===== config.mk =====
export PLATFORM = sky130hd
export DESIGN_NAME = alu_unit
export DESIGN_NICKNAME = d
export VERILOG_FILES = /design/src/rtl/alu_unit_pkg.sv /design/src/rtl/alu_unit_comb.sv /design/src/rtl/alu_unit.sv
export SDC_FILE = /design/constraint.sdc
export NUM_CORES = 1
export LEC_CHECK = 0
export CAP_MARGIN = 20
export CORE_MARGIN = 1
export CORE_UTILIZATION = 25
export CTS_BUF_LIST = sky130_fd_sc_hd__clkbuf_8
export DETAILED_ROUTE_END_ITERATION = 8
export GPL_TIMING_DRIVEN = 0
export PLACE_DENSITY_LB_ADDON = 0.15
export SYNTH_ARGS = -nofsm -noshare
export SYNTH_HDL_FRONTEND = slang
export SYNTH_SLANG_ARGS = --single-unit

===== constraint.sdc =====
create_clock -name clk -period 1.9 [get_ports clk]
set_clock_uncertainty 0.2 [all_clocks]
set_input_delay 0.38 -clock clk [delete_from_list [all_inputs] [get_ports clk]]
set_output_delay 0.38 -clock clk [all_outputs]
set_load 0.005 [all_outputs]

===== src/rtl/alu_unit_pkg.sv =====
// rtl/alu_unit_pkg.sv - shared opcode constants and opcode type for the ALU
//
// Purpose : defines the 2-bit ALU operation type and its four opcode values.
// Ports   : none (package).

package alu_unit_pkg;

   typedef enum logic [1:0] {
      ALU_And = 2'b00,
      ALU_Add = 2'b01,
      ALU_Sub = 2'b10,
      ALU_Or  = 2'b11
   } alu_op_e;

endpackage


===== src/rtl/alu_unit_comb.sv =====
// rtl/alu_unit_comb.sv - combinational ALU datapath: result and flags
//
// Purpose : computes AND/ADD/SUB/OR of two WIDTH-bit operands plus the
//           zero, negative, carry/borrow and signed-overflow flags.
// Ports   : a_i, b_i   - operands (a_i is the minuend for SUB)
//           op_i       - operation select
//           result_o   - low WIDTH bits of the result
//           zero_o     - result equals 0
//           negative_o - result MSB
//           carry_o    - carry out (ADD) or borrow (SUB), else 0
//           overflow_o - signed overflow (ADD/SUB), else 0

import alu_unit_pkg::*;

module alu_comb #(
   parameter int WIDTH = 32
) (
   input  logic [WIDTH-1:0] a_i,
   input  logic [WIDTH-1:0] b_i,
   input  alu_op_e          op_i,
   output logic [WIDTH-1:0] result_o,
   output logic             zero_o,
   output logic             negative_o,
   output logic             carry_o,
   output logic             overflow_o
);

   localparam int MSB = WIDTH - 1;

   logic [WIDTH:0] sum_ext;
   logic [WIDTH:0] diff_ext;

   // One extra bit on each side: for the sum it is the carry out, for the
   // difference it becomes 1 exactly when a_i < b_i (the borrow).
   assign sum_ext  = {1'b0, a_i} + {1'b0, b_i};
   assign diff_ext = {1'b0, a_i} - {1'b0, b_i};

   always_comb begin
      result_o   = '0;
      carry_o    = 1'b0;
      overflow_o = 1'b0;
      case (op_i)
         ALU_And: result_o = a_i & b_i;
         ALU_Add: begin
            result_o   = sum_ext[WIDTH-1:0];
            carry_o    = sum_ext[WIDTH];
            // Same-sign operands whose sum flips sign.
            overflow_o = (a_i[MSB] == b_i[MSB]) && (sum_ext[MSB] != a_i[MSB]);
         end
         ALU_Sub: begin
            result_o   = diff_ext[WIDTH-1:0];
            carry_o    = diff_ext[WIDTH];
            // Opposite-sign operands whose difference leaves the minuend's sign.
            overflow_o = (a_i[MSB] != b_i[MSB]) && (diff_ext[MSB] != a_i[MSB]);
         end
         ALU_Or:  result_o = a_i | b_i;
         default: result_o = '0;
      endcase
   end

   assign zero_o     = (result_o == '0);
   assign negative_o = result_o[MSB];

endmodule


===== src/rtl/alu_unit.sv =====
// rtl/alu_unit.sv - one-cycle registered ALU wrapping the alu_comb datapath
//
// Purpose : registers the alu_comb result and flags on each valid input;
//           holds them otherwise. No backpressure, one result per cycle.
// Ports   : clk, reset          - clock, asynchronous active-high reset
//           IN1, IN2, AluOp     - operands and operation select
//           in_valid            - operands/AluOp valid this cycle
//           Output, out_valid   - registered result and its valid strobe
//           zero, negative,
//           carry, overflow     - registered flags for Output

import alu_unit_pkg::*;

module alu_unit #(
   parameter int WIDTH = 32
) (
   input  logic             clk,
   input  logic             reset,
   input  logic [WIDTH-1:0] IN1,
   input  logic [WIDTH-1:0] IN2,
   input  logic [1:0]       AluOp,
   input  logic             in_valid,
   output logic [WIDTH-1:0] Output,
   output logic             out_valid,
   output logic             zero,
   output logic             negative,
   output logic             carry,
   output logic             overflow
);

   logic [WIDTH-1:0] comb_result;
   logic             comb_zero;
   logic             comb_negative;
   logic             comb_carry;
   logic             comb_overflow;

   logic [WIDTH-1:0] result_q,   result_d;
   logic             zero_q,     zero_d;
   logic             negative_q, negative_d;
   logic             carry_q,    carry_d;
   logic             overflow_q, overflow_d;
   logic             valid_q,    valid_d;

   alu_comb #(
      .WIDTH (WIDTH)
   ) u_alu_comb (
      .a_i        (IN1),
      .b_i        (IN2),
      .op_i       (alu_op_e'(AluOp)),
      .result_o   (comb_result),
      .zero_o     (comb_zero),
      .negative_o (comb_negative),
      .carry_o    (comb_carry),
      .overflow_o (comb_overflow)
   );

   // Result and flags load only on a valid cycle; the valid strobe simply
   // follows in_valid one cycle later.
   always_comb begin
      result_d   = result_q;
      zero_d     = zero_q;
      negative_d = negative_q;
      carry_d    = carry_q;
      overflow_d = overflow_q;
      valid_d    = in_valid;
      if (in_valid) begin
         result_d   = comb_result;
         zero_d     = comb_zero;
         negative_d = comb_negative;
         carry_d    = comb_carry;
         overflow_d = comb_overflow;
      end
   end

   always_ff @(posedge clk or posedge reset) begin
      if (reset) begin
         result_q   <= '0;
         zero_q     <= 1'b0;
         negative_q <= 1'b0;
         carry_q    <= 1'b0;
         overflow_q <= 1'b0;
         valid_q    <= 1'b0;
      end else begin
         result_q   <= result_d;
         zero_q     <= zero_d;
         negative_q <= negative_d;
         carry_q    <= carry_d;
         overflow_q <= overflow_d;
         valid_q    <= valid_d;
      end
   end

   assign Output    = result_q;
   assign zero      = zero_q;
   assign negative  = negative_q;
   assign carry     = carry_q;
   assign overflow  = overflow_q;
   assign out_valid = valid_q;

endmodule


==> reports/results.ini, run 1 <==
[run]
drv_cap=0

[setup_path]
crit_arrival_ps=4140
crit_slowest_cell=or4_4
cp_max_fo=4
worst_setup_path_end_kind=flop
criticalPathCategory=in2reg
crit_path_max_incr_delay_ps=560
worst_setup_path_start_kind=primary input
cp_num_buf_inv=3
required_ps=1910
cp_top_family=compound AO/OA/AOI/OAI gates
cp_cell_sequence=buf_8 -> clkinvlp_4 -> ha_4 -> o21ba_4 -> or4_4 -> a21o_4 -> a31o_4 -> a311oi_4 -> buf_4 -> mux2i_2 -> nor3_2 -> o2bb2a_4 -> nor4b_4 -> or4b_4 -> o41ai_2

[detailed_routing]
avgViaCountPerCell=5.40
postRouteAntennaNets=0
drt-initial-drc-count=579
met3_length_mm=1.75
met2_length_mm=14.8
dr.max_layer_used=met4
wl_met1_mm=13.8
drt_wl_total_mm=31.1
firstDrtPassIters=5
drt_drc_violations_left=0
wl_per_cell_microns=20.4
num_vias=8209

[worst_hold_path]
hp-class=reg2reg

[cts]
clock-sinks=36
postCtsHoldBufs=0
cts.clk_slew.worst_paths_ps=90
htreeDepth=2
cts_tree=yes
clk_path_buf_depth=2
cts_buffers=5
clkLatencyLatePin_ps=300
root_buffer=clkbuf_8

[synth]
ys_top_cells_by_area=ha_1 19%, dfrtp_1 13%, inv_1 6.4%
synth_commonest_cells=119 x inv_1, 107 x ha_1, 66 x a21oi_1
synth_most_common_cell=inv_1
syn_inst=929
yosysTopAreaCell=ha_1
synth.avg_cell_area_sq_um=7.49
ys_async_sr_fraction=1.00
synth_area_sq_mm=0.00696
synth_edf_count=0
yosysUniqueCellTypes=89
ys.flop_type=dfrtp_1
ys_ff_latch=36
yosysWarnings=0
syn_nets=1107
synthDominantCellAreaShare=0.192
ys_seq_area_frac=0.129

[outcome]
outcome=finished with violations
violations=setup timing

[sta]
max-slew-margin-rel=0.430
rsz0062_at_grt=true
hold_viol=0
min_period_ps=4140
max_freq_ghz=0.242
finalCritPeriodShare=2.18
setup_viol=32
drv_slew=0
worst_slack_ps=-2240
tightest_slew_ps=854

[cells_and_area]
drive_above_1_share=0.404
fillers=2726
layout.nets=1325
finalNonFillerCells=1520
syn2layout_area_growth_pct=64.4
diodes=0

[global_route]
antenna_found_initial=0
grt_start_max_net_pins=37
track_usage=0.208
grt_pass1_vias=8146
grt_overflow_total=0
grt_pass1_wl_mm=46.4

[placement]
hpwl_mm=22.7
gp_congestion=0.905
portBuffers=105
dp_cells=1406
dp_slack_ps=-3470

[die]
dieWidth_microns=169
coreArea_sq_mm=0.0271
num_io_pins=106
start_util=0.257
die_h_microns=169
rows=60
dieArea_sq_mm=0.0285

[power]
p_leak_nw=4.85
combPwrFrac=0.673
power_density_mw_per_mm2=463
clock_power_share=0.137
swShare=0.427
switching_power_mw=2.26
pwr-share-seq=0.190
intPower_mw=3.03
ir_worst_vdd_mv=0.255

## per-layer routing
layer  vias to the layer above  track usage
li1                       3823            -
met1                      4006        0.275
met2                       323        0.358
met3                        57       0.0189
met4                         0       0.0656
met5                         -            0
## layout make-up
| cell class | instances | area, sq um | share of cell area |
|---|---|---|---|
| Inverter | 122 | 513 | 0.0448 |
| Multi-Input combinational cell | 716 | 6970 | 0.609 |
| Tap cell | 372 | 465 | 0.0407 |
| Timing Repair Buffer | 215 | 1950 | 0.171 |
| Clock buffer | 5 | 68.8 | 0.00602 |
| Clock inverter | 3 | 46.3 | 0.00405 |
| Buffer | 51 | 524 | 0.0458 |
| Sequential cell | 36 | 901 | 0.0788 |
## cells by family after synthesis
group / synth area share
compound gates: 0.302
simple gates: 0.198
buf+inv: 0.0985
fa+ha+maj: 0.198
mux: 0.0552
flops: 0.129
xor+xnor: 0.0189
## power groups by stage
stage	combinational, mW	sequential, mW	clock [mW]
3_3_place_gp	2.56	1.01	0
5_1_grt	3.79	1.01	0.767
3_5_place_dp	2.56	1.01	0
2_1_floorplan	1.56	0.980	0
6_report	3.56	1.01	0.723
4_1_cts	3.23	0.998	0.738
## sequential cells by signal, summed over array words and instances, names as in the netlist
register,flops
Output,32
carry,1
out_valid,1
overflow,1
zero,1
## metrics by stage
| stage | power, mW | hold WS, ps | TNS, ps | area [sq um] | util |
|---|---|---|---|---|---|
| 3_5_place_dp | 3.57 | 280 | -72820 | 8920 | 0.329 |
| 5_1_grt | 5.56 | 325 | -39760 | 11400 | 0.422 |
| 2_1_floorplan | 2.54 | 211 | -26720 | 7400 | - |
| 4_1_cts | 4.97 | 300 | -33080 | 10800 | 0.397 |
| 3_3_place_gp | 3.57 | 269 | -91320 | 8920 | 0.329 |
| 6_report | 5.29 | 307 | -37720 | 11400 | 0.422 |
## cell usage in the layout, fill, tap and decap left out, types with 8 or more instances in the layout
cell	synthesis	final
a21o_1	19	15
a21oi_1	66	38
a21oi_2	0	20
a21oi_4	0	8
buf_2	8	10
buf_4	1	88
buf_6	1	32
clkbuf_2	0	20
clkbuf_8	0	8
clkdlybuf4s15_2	0	8
clkdlybuf4s50_1	0	58
dfrtp_1	36	36
dlygate4sd2_1	0	12
dlymetal6s2s_1	0	8
ha_1	107	77
ha_4	0	27
inv_1	119	74
inv_2	1	36
mux2_4	0	14
mux2i_1	17	16
nand2_1	57	52
nand2b_1	11	10
nand3_1	25	20
nand4_1	11	11
nor2_1	56	51
nor3_1	23	13
nor3_2	1	8
o211ai_1	15	15
o21a_1	11	10
o21ai_0	51	27
o21ai_1	3	12
o21ai_4	0	8
or3_1	12	11
xnor2_1	15	12
## path summary, 6_finish.rpt
check	start	end	slack, ps	depth (start not counted)
max	IN2[1]	zero$_DFFE_PP0P_	-2240	15
min in group asynchronous	reset	Output[0]$_DFFE_PP0P_	380	2
max reg2reg	Output[21]$_DFFE_PP0P_	Output[21]$_DFFE_PP0P_	860	1
min	Output[27]$_DFFE_PP0P_	Output[27]$_DFFE_PP0P_	310	1
max in group asynchronous	reset	Output[27]$_DFFE_PP0P_	600	2
min reg2reg	Output[27]$_DFFE_PP0P_	Output[27]$_DFFE_PP0P_	310	1
## repair_timing
action / in CTS / in global routing
setup buffers: 73 / 38
gates resized for setup: 410 / 102
endpoints found under the setup margin: 35 / 35
pin swaps: 94 / 73
(Power assumes the default switching activity.)
==> run 2: changes to the inputs <==
--- a/config.mk
+++ b/config.mk
@@ -13,2 +13,3 @@
 export GPL_TIMING_DRIVEN = 0
+export MAX_ROUTING_LAYER = met4
 export PLACE_DENSITY_LB_ADDON = 0.15
--- a/constraint.sdc
+++ b/constraint.sdc
@@ -4,2 +4,2 @@
 set_output_delay 0.38 -clock clk [all_outputs]
-set_load 0.005 [all_outputs]
+set_load 0.02 [all_outputs]
==> reports/results.ini, run 2 (synthesis gave the netlist of run 1 again) <==
[sta]
drv_slew=0  ; unchanged
worst_slack_ps=-2120  ; was -2240 ps
rsz0062_at_grt=true  ; unchanged
max_freq_ghz=0.249  ; was 0.242 GHz
min_period_ps=4020  ; was 4140 ps
finalCritPeriodShare=2.12  ; was 2.18
setup_viol=32  ; unchanged
setup_tns_ps=-35690  ; was -37720 ps
max-slew-margin-rel=0.437  ; was 0.430
tightest_slew_ps=844  ; was 854 ps
hold_viol=0  ; unchanged

[cts]
cts_buffers=5  ; unchanged
clk_path_buf_depth=2  ; unchanged
cts_tree=yes  ; unchanged
clock-sinks=36  ; unchanged
clkLatencyLatePin_ps=310  ; was 300 ps
cts.clk_slew.worst_paths_ps=90  ; about the same
htreeDepth=2  ; unchanged
root_buffer=clkbuf_8  ; unchanged

[cells_and_area]
layout_common_cells=84 x buf_4, 76 x inv_1, 75 x ha_1  ; was 88 x buf_4, 77 x ha_1, 74 x inv_1
largest_register_ffs=32  ; unchanged
final_common_cell=buf_4  ; unchanged
layout.nets=1316  ; was 1325
drive_above_1_share=0.390  ; was 0.404
post-route-cell-area_sq_mm=0.0112  ; was 0.0114 sq mm
fin_util=0.415  ; was 0.422
syn2layout_area_growth_pct=61.5  ; was 64.4%

[detailed_routing]
avgViaCountPerCell=5.37  ; was 5.40
drt_wl_total_mm=30.6  ; was 31.1 mm
drt-initial-drc-count=581  ; was 579
postRouteAntennaNets=0  ; unchanged
num_vias=8119  ; was 8209
wl_per_cell_microns=20.3  ; was 20.4 microns
drt_drc_violations_left=0  ; unchanged
firstDrtPassIters=5  ; unchanged

[die]
start_util=0.257  ; unchanged
rows=60  ; unchanged
dieWidth_microns=169  ; unchanged
num_io_pins=106  ; unchanged
die_h_microns=169  ; unchanged
coreArea_sq_mm=0.0271  ; unchanged
dieArea_sq_mm=0.0285  ; unchanged

[power]
p_leak_nw=4.84  ; was 4.85 nW
power_density_mw_per_mm2=466  ; was 463 mW/mm^2
intPower_mw=2.86  ; was 3.03 mW
swShare=0.454  ; was 0.427
clock_power_share=0.121  ; was 0.137
combPwrFrac=0.688  ; was 0.673
switching_power_mw=2.38  ; was 2.26 mW
ir_worst_vdd_mv=0.259  ; was 0.255 mV
pwr-share-seq=0.191  ; was 0.190
total_power_mw=5.24  ; was 5.29 mW

[global_route]
track_usage=0.219  ; was 0.208
grt_pass1_wl_mm=47.3  ; was 46.4 mm
grt_start_max_net_pins=37  ; unchanged
grt_pass1_vias=8241  ; was 8146
antenna_found_initial=0  ; unchanged
grt_overflow_total=0  ; unchanged

[setup_path]
cp_max_fo=4  ; unchanged
criticalPathCategory=in2reg  ; unchanged
rr_startpoint=Output[21]$_DFFE_PP0P_  ; unchanged
worst_setup_path_start_kind=primary input  ; unchanged
required_ps=1910  ; about the same
crit_path_max_incr_delay_ps=540  ; was 560 ps
cp_cell_sequence=buf_8 -> clkinvlp_4 -> ha_4 -> o21ba_4 -> or4_4 -> a21o_4 -> a31o_4 -> a311oi_4 -> a31o_2 -> xnor2_1 -> a222oi_1 -> a21oi_1 -> or4b_4 -> o41ai_2  ; was buf_8 -> clkinvlp_4 -> ha_4 -> o21ba_4 -> or4_4 -> a21o_4 -> a31o_4 -> a311oi_4 -> buf_4 -> mux2i_2 -> nor3_2 -> o2bb2a_4 -> nor4b_4 -> or4b_4 -> o41ai_2
crit_slowest_cell=or4_4  ; unchanged
worst_setup_path_end_kind=flop  ; unchanged
crit_arrival_ps=4030  ; was 4140 ps
setup.worst_path.start=IN2[1]  ; unchanged

[worst_hold_path]
hp-class=reg2reg  ; unchanged
min_from=Output[5]$_DFFE_PP0P_  ; was Output[27]$_DFFE_PP0P_

[placement]
dp_slack_ps=-3510  ; was -3470 ps
hpwl_mm=22.8  ; was 22.7 mm
place_area_sq_mm=0.00892  ; unchanged
portBuffers=105  ; unchanged
gp_congestion=0.908  ; was 0.905

[outcome]
violations=setup timing  ; unchanged
outcome=finished with violations  ; unchanged

[run]
drv_cap=0  ; unchanged

==> run 2: metal layers <==
layer / GRT usage / vias to the layer above / wire [microns]
met4: 0.0530 / 0 / 584
met5: - / - / 0
met1: 0.283 / 3968 / 13800
met2: 0.369 / 293 / 14700
met3: 0.0168 / 41 / 1540
li1: - / 3817 / -
==> run 2: path summary, 6_finish.rpt <==
path / cells past startpoint / end / slack, ps
min in group asynchronous: 2 / Output[3]$_DFFE_PP0P_ / 380
max: 14 / zero$_DFFE_PP0P_ / -2120
min reg2reg: 1 / Output[5]$_DFFE_PP0P_ / 310
max reg2reg: 1 / Output[21]$_DFFE_PP0P_ / 870
min: 1 / Output[5]$_DFFE_PP0P_ / 310
max in group asynchronous: 2 / Output[13]$_DFFE_PP0P_ / 580
==> run 2: worst max-delay path, delay by kind of cell <==
family	cells	cell delay, ps
buffers and inverters	2	200
AOI/OAI and AO/OA	8	2060
xor gates and xnor gates	1	70
adders and majority gates	1	260
and+or+nand+nor	2	1060
==> run 2: repair_timing <==
| item | CTS | global route |
|---|---|---|
| gates resized for setup | 449 | 71 |
| endpoints found under the setup margin | 46 | 45 |
| setup buffers | 108 | 17 |
| hold buffers | 0 | 0 |
| pin swaps | 101 | 61 |
| cloned | 1 | 0 |
==> run 2: power groups by stage <==
stage	logic (mW)	clock network, mW	registers, mW
after floorplan	1.57	0	1.13
after global placement	2.71	0	1.01
after detailed placement	2.71	0	1.01
after CTS	3.52	0.642	0.997
after global routing	3.85	0.671	1.01
final	3.60	0.634	1.00
==> run 2: layout make-up <==
cell class | count | area [sq um]
antenna | 1 | 2.50
clock inverter | 2 | 15.0
sequential | 36 | 901
tap | 372 | 465
timing repair buffer | 207 | 1870
inverter | 122 | 515
fill | 2754 | 15900
clock buffer | 6 | 82.6
multi-input combinational | 716 | 6860
buffer | 50 | 523
==> run 2: stage by stage <==
| step | hold slack (ps) | instances |
|---|---|---|
| 2_1_floorplan | 211 | 929 |
| 3_3_place_gp | 269 | 1406 |
| 3_5_place_dp | 290 | 1406 |
| 4_1_cts | 310 | 1511 |
| 5_1_grt | 318 | 1511 |
| 6_report | 307 | 1512 |
==> run 3: changes to the inputs <==
CORE_MARGIN = 4   (was 1)
SKIP_LAST_GASP = 1   (was unset)
==> reports/results.ini, run 3 (synthesis gave the netlist of run 1 again) <==
[outcome]
outcome=finished with violations  ; unchanged
violations=setup timing  ; unchanged

[cells_and_area]
syn2layout_area_growth_pct=63.6  ; was 61.5%
finalNonFillerCells=1521  ; was 1512
layout_common_cells=99 x buf_4, 73 x inv_1, 71 x ha_1  ; was 84 x buf_4, 76 x inv_1, 75 x ha_1
largest_register_ffs=32  ; unchanged
layout.nets=1326  ; was 1316
drive_above_1_share=0.411  ; was 0.390
diodes=0  ; was 1
final_common_cell=buf_4  ; unchanged
post-route-cell-area_sq_mm=0.0114  ; was 0.0112 sq mm

[global_route]
grt_pass1_wl_mm=46.4  ; was 47.3 mm
grt_pass1_vias=8103  ; was 8241
antenna_found_initial=0  ; unchanged
grt_start_max_net_pins=37  ; unchanged
grt_overflow_total=0  ; unchanged
track_usage=0.195  ; was 0.219

[power]
intPower_mw=3.05  ; was 2.86 mW
switching_power_mw=2.37  ; was 2.38 mW
pwr-share-seq=0.183  ; was 0.191
power_density_mw_per_mm2=476  ; was 466 mW/mm^2
ir_worst_vdd_mv=0.292  ; was 0.259 mV
p_leak_nw=4.92  ; was 4.84 nW
swShare=0.438  ; was 0.454
combPwrFrac=0.675  ; was 0.688
clock_power_share=0.143  ; was 0.121

[sta]
max-slew-margin-rel=0.411  ; was 0.437
finalCritPeriodShare=2.08  ; was 2.12
rsz0062_at_grt=true  ; unchanged
setup_viol=32  ; unchanged
max_freq_ghz=0.253  ; was 0.249 GHz
setup_tns_ps=-35300  ; was -35690 ps
tightest_slew_ps=884  ; was 844 ps
worst_slack_ps=-2060  ; was -2120 ps
timing.hold.ws_ps=283  ; was 307 ps
hold_viol=0  ; unchanged
drv_slew=0  ; unchanged
min_period_ps=3960  ; was 4020 ps

[setup_path]
worst_setup_path_start_kind=primary input  ; unchanged
worst_setup_path_end_kind=flop  ; unchanged
cp_max_fo=4  ; unchanged
r2r-end=Output[7]$_DFFE_PP0P_  ; was Output[21]$_DFFE_PP0P_
rr_startpoint=Output[7]$_DFFE_PP0P_  ; was Output[21]$_DFFE_PP0P_
reg2reg_slack_ps=900  ; was 870 ps
criticalPathCategory=in2reg  ; unchanged
worstRegToRegCells=1  ; unchanged
setup.worst_path.start=IN2[1]  ; unchanged
crit_arrival_ps=3950  ; was 4030 ps
required_ps=1890  ; was 1910 ps

[cts]
cts.clk_slew.worst_paths_ps=80  ; was 90 ps
root_buffer=clkbuf_8  ; unchanged
postCtsHoldBufs=0  ; unchanged
clk_path_buf_depth=2  ; unchanged
htreeDepth=2  ; unchanged
clock-sinks=36  ; unchanged
cts_tree=yes  ; unchanged
clkLatencyLatePin_ps=300  ; was 310 ps
cts_buffers=5  ; unchanged

[detailed_routing]
drt_drc_violations_left=0  ; unchanged
avgViaCountPerCell=5.35  ; was 5.37
drt_wl_total_mm=30.5  ; was 30.6 mm
drt-initial-drc-count=488  ; was 581
postRouteAntennaNets=0  ; unchanged
firstDrtPassIters=5  ; unchanged
num_vias=8144  ; was 8119
wl_per_cell_microns=20.1  ; was 20.3 microns

[placement]
dp_cells=1406  ; unchanged
dp_slack_ps=-3550  ; was -3510 ps
portBuffers=105  ; unchanged
gp_congestion=0.911  ; was 0.908
hpwl_mm=22.9  ; was 22.8 mm
place_area_sq_mm=0.00892  ; unchanged

[worst_hold_path]
hold-path-cell-count=2  ; was 1
hold_end=Output[2]$_DFFE_PP0P_  ; was Output[5]$_DFFE_PP0P_
hp-class=reg2reg  ; unchanged
min_from=Output[2]$_DFFE_PP0P_  ; was Output[5]$_DFFE_PP0P_

[die]
coreArea_sq_mm=0.0272  ; was 0.0271 sq mm
rows=60  ; unchanged
dieWidth_microns=175  ; was 169 microns
die_h_microns=175  ; was 169 microns
start_util=0.256  ; was 0.257
num_io_pins=106  ; unchanged
dieArea_sq_mm=0.0306  ; was 0.0285 sq mm

[run]
drv_cap=0  ; unchanged

run 3: changes by cell type in the layout (fill, tap and decap cells not counted), moves of 4 or more:
cell             previous run  this run
buf_4                      84        99
mux2_2                      4        12
mux2_4                     15         7
dlymetal6s2s_1             10        15
clkbuf_2                   14        18
clkdlybuf4s50_1            43        39
dlygate4sd2_1              24        20
ha_1                       75        71
run 3: area by class of cell:
type | instances | area, sq um
Tap cell | 372 | 465
Inverter | 122 | 520
Multi-Input combinational cell | 716 | 6960
Timing Repair Buffer | 219 | 1940
Fill cell | 2806 | 15800
Sequential cell | 36 | 901
Clock buffer | 7 | 96.3
Buffer | 48 | 478
Clock inverter | 1 | 30.0
run 3: routing by layer:
metal,vias to the layer above,global-route usage,part of all wire
li1,3819,-,-
met1,3994,0.263,0.46
met2,289,0.315,0.47
met3,42,0.0212,0.050
met4,0,0.0481,0.022
met5,-,-,0
run 3: metrics by stage:
| stage | utilization | power [mW] |
|---|---|---|
| final | 0.419 | 5.42 |
| after detailed placement | 0.328 | 3.72 |
| after CTS | 0.392 | 5.09 |
| after global routing | 0.419 | 5.73 |
| after floorplan | - | 2.69 |
| after global placement | 0.328 | 3.72 |
run 3: worst max path at each step:
stage	cells after the start	slack, ps	end
global placement	13	-3610	zero$_DFFE_PP0P_
finish	14	-2060	zero$_DFFE_PP0P_
CTS	16	-2210	zero$_DFFE_PP0P_
floorplan	13	-1770	zero$_DFFE_PP0P_
detailed placement	13	-3550	zero$_DFFE_PP0P_
global route	17	-2120	zero$_DFFE_PP0P_
run 3: what timing repair did:
item                                   in CTS  in global routing
cloned                                      1                  0
setup endpoints to repair                  46                 43
endpoints found under the hold margin       0                  0
gates resized for setup                   381                151
buffers inserted                           76                 42
pin swaps                                 100                 78
run 3: worst max-delay path, cell delays in order:
cell        delay [ps]
buf_8               80
clkinvlp_4         130
ha_4               270
o21ba_4            200
or4_4              470
a21o_4             250
a31o_4             280
a311oi_4           330
a31o_2             280
xnor2_2             70
a222oi_1           330
a21oi_2            130
or4b_4             550
o41ai_2            200
run 3: power groups by stage:
stage | sequential, mW | combinational, mW | clock [mW]
detailed placement | 1.01 | 2.72 | 0
finish | 0.990 | 3.66 | 0.773
global route | 1.00 | 3.89 | 0.835
floorplan | 1.13 | 1.57 | 0
global placement | 1.01 | 2.71 | 0
CTS | 0.990 | 3.31 | 0.791
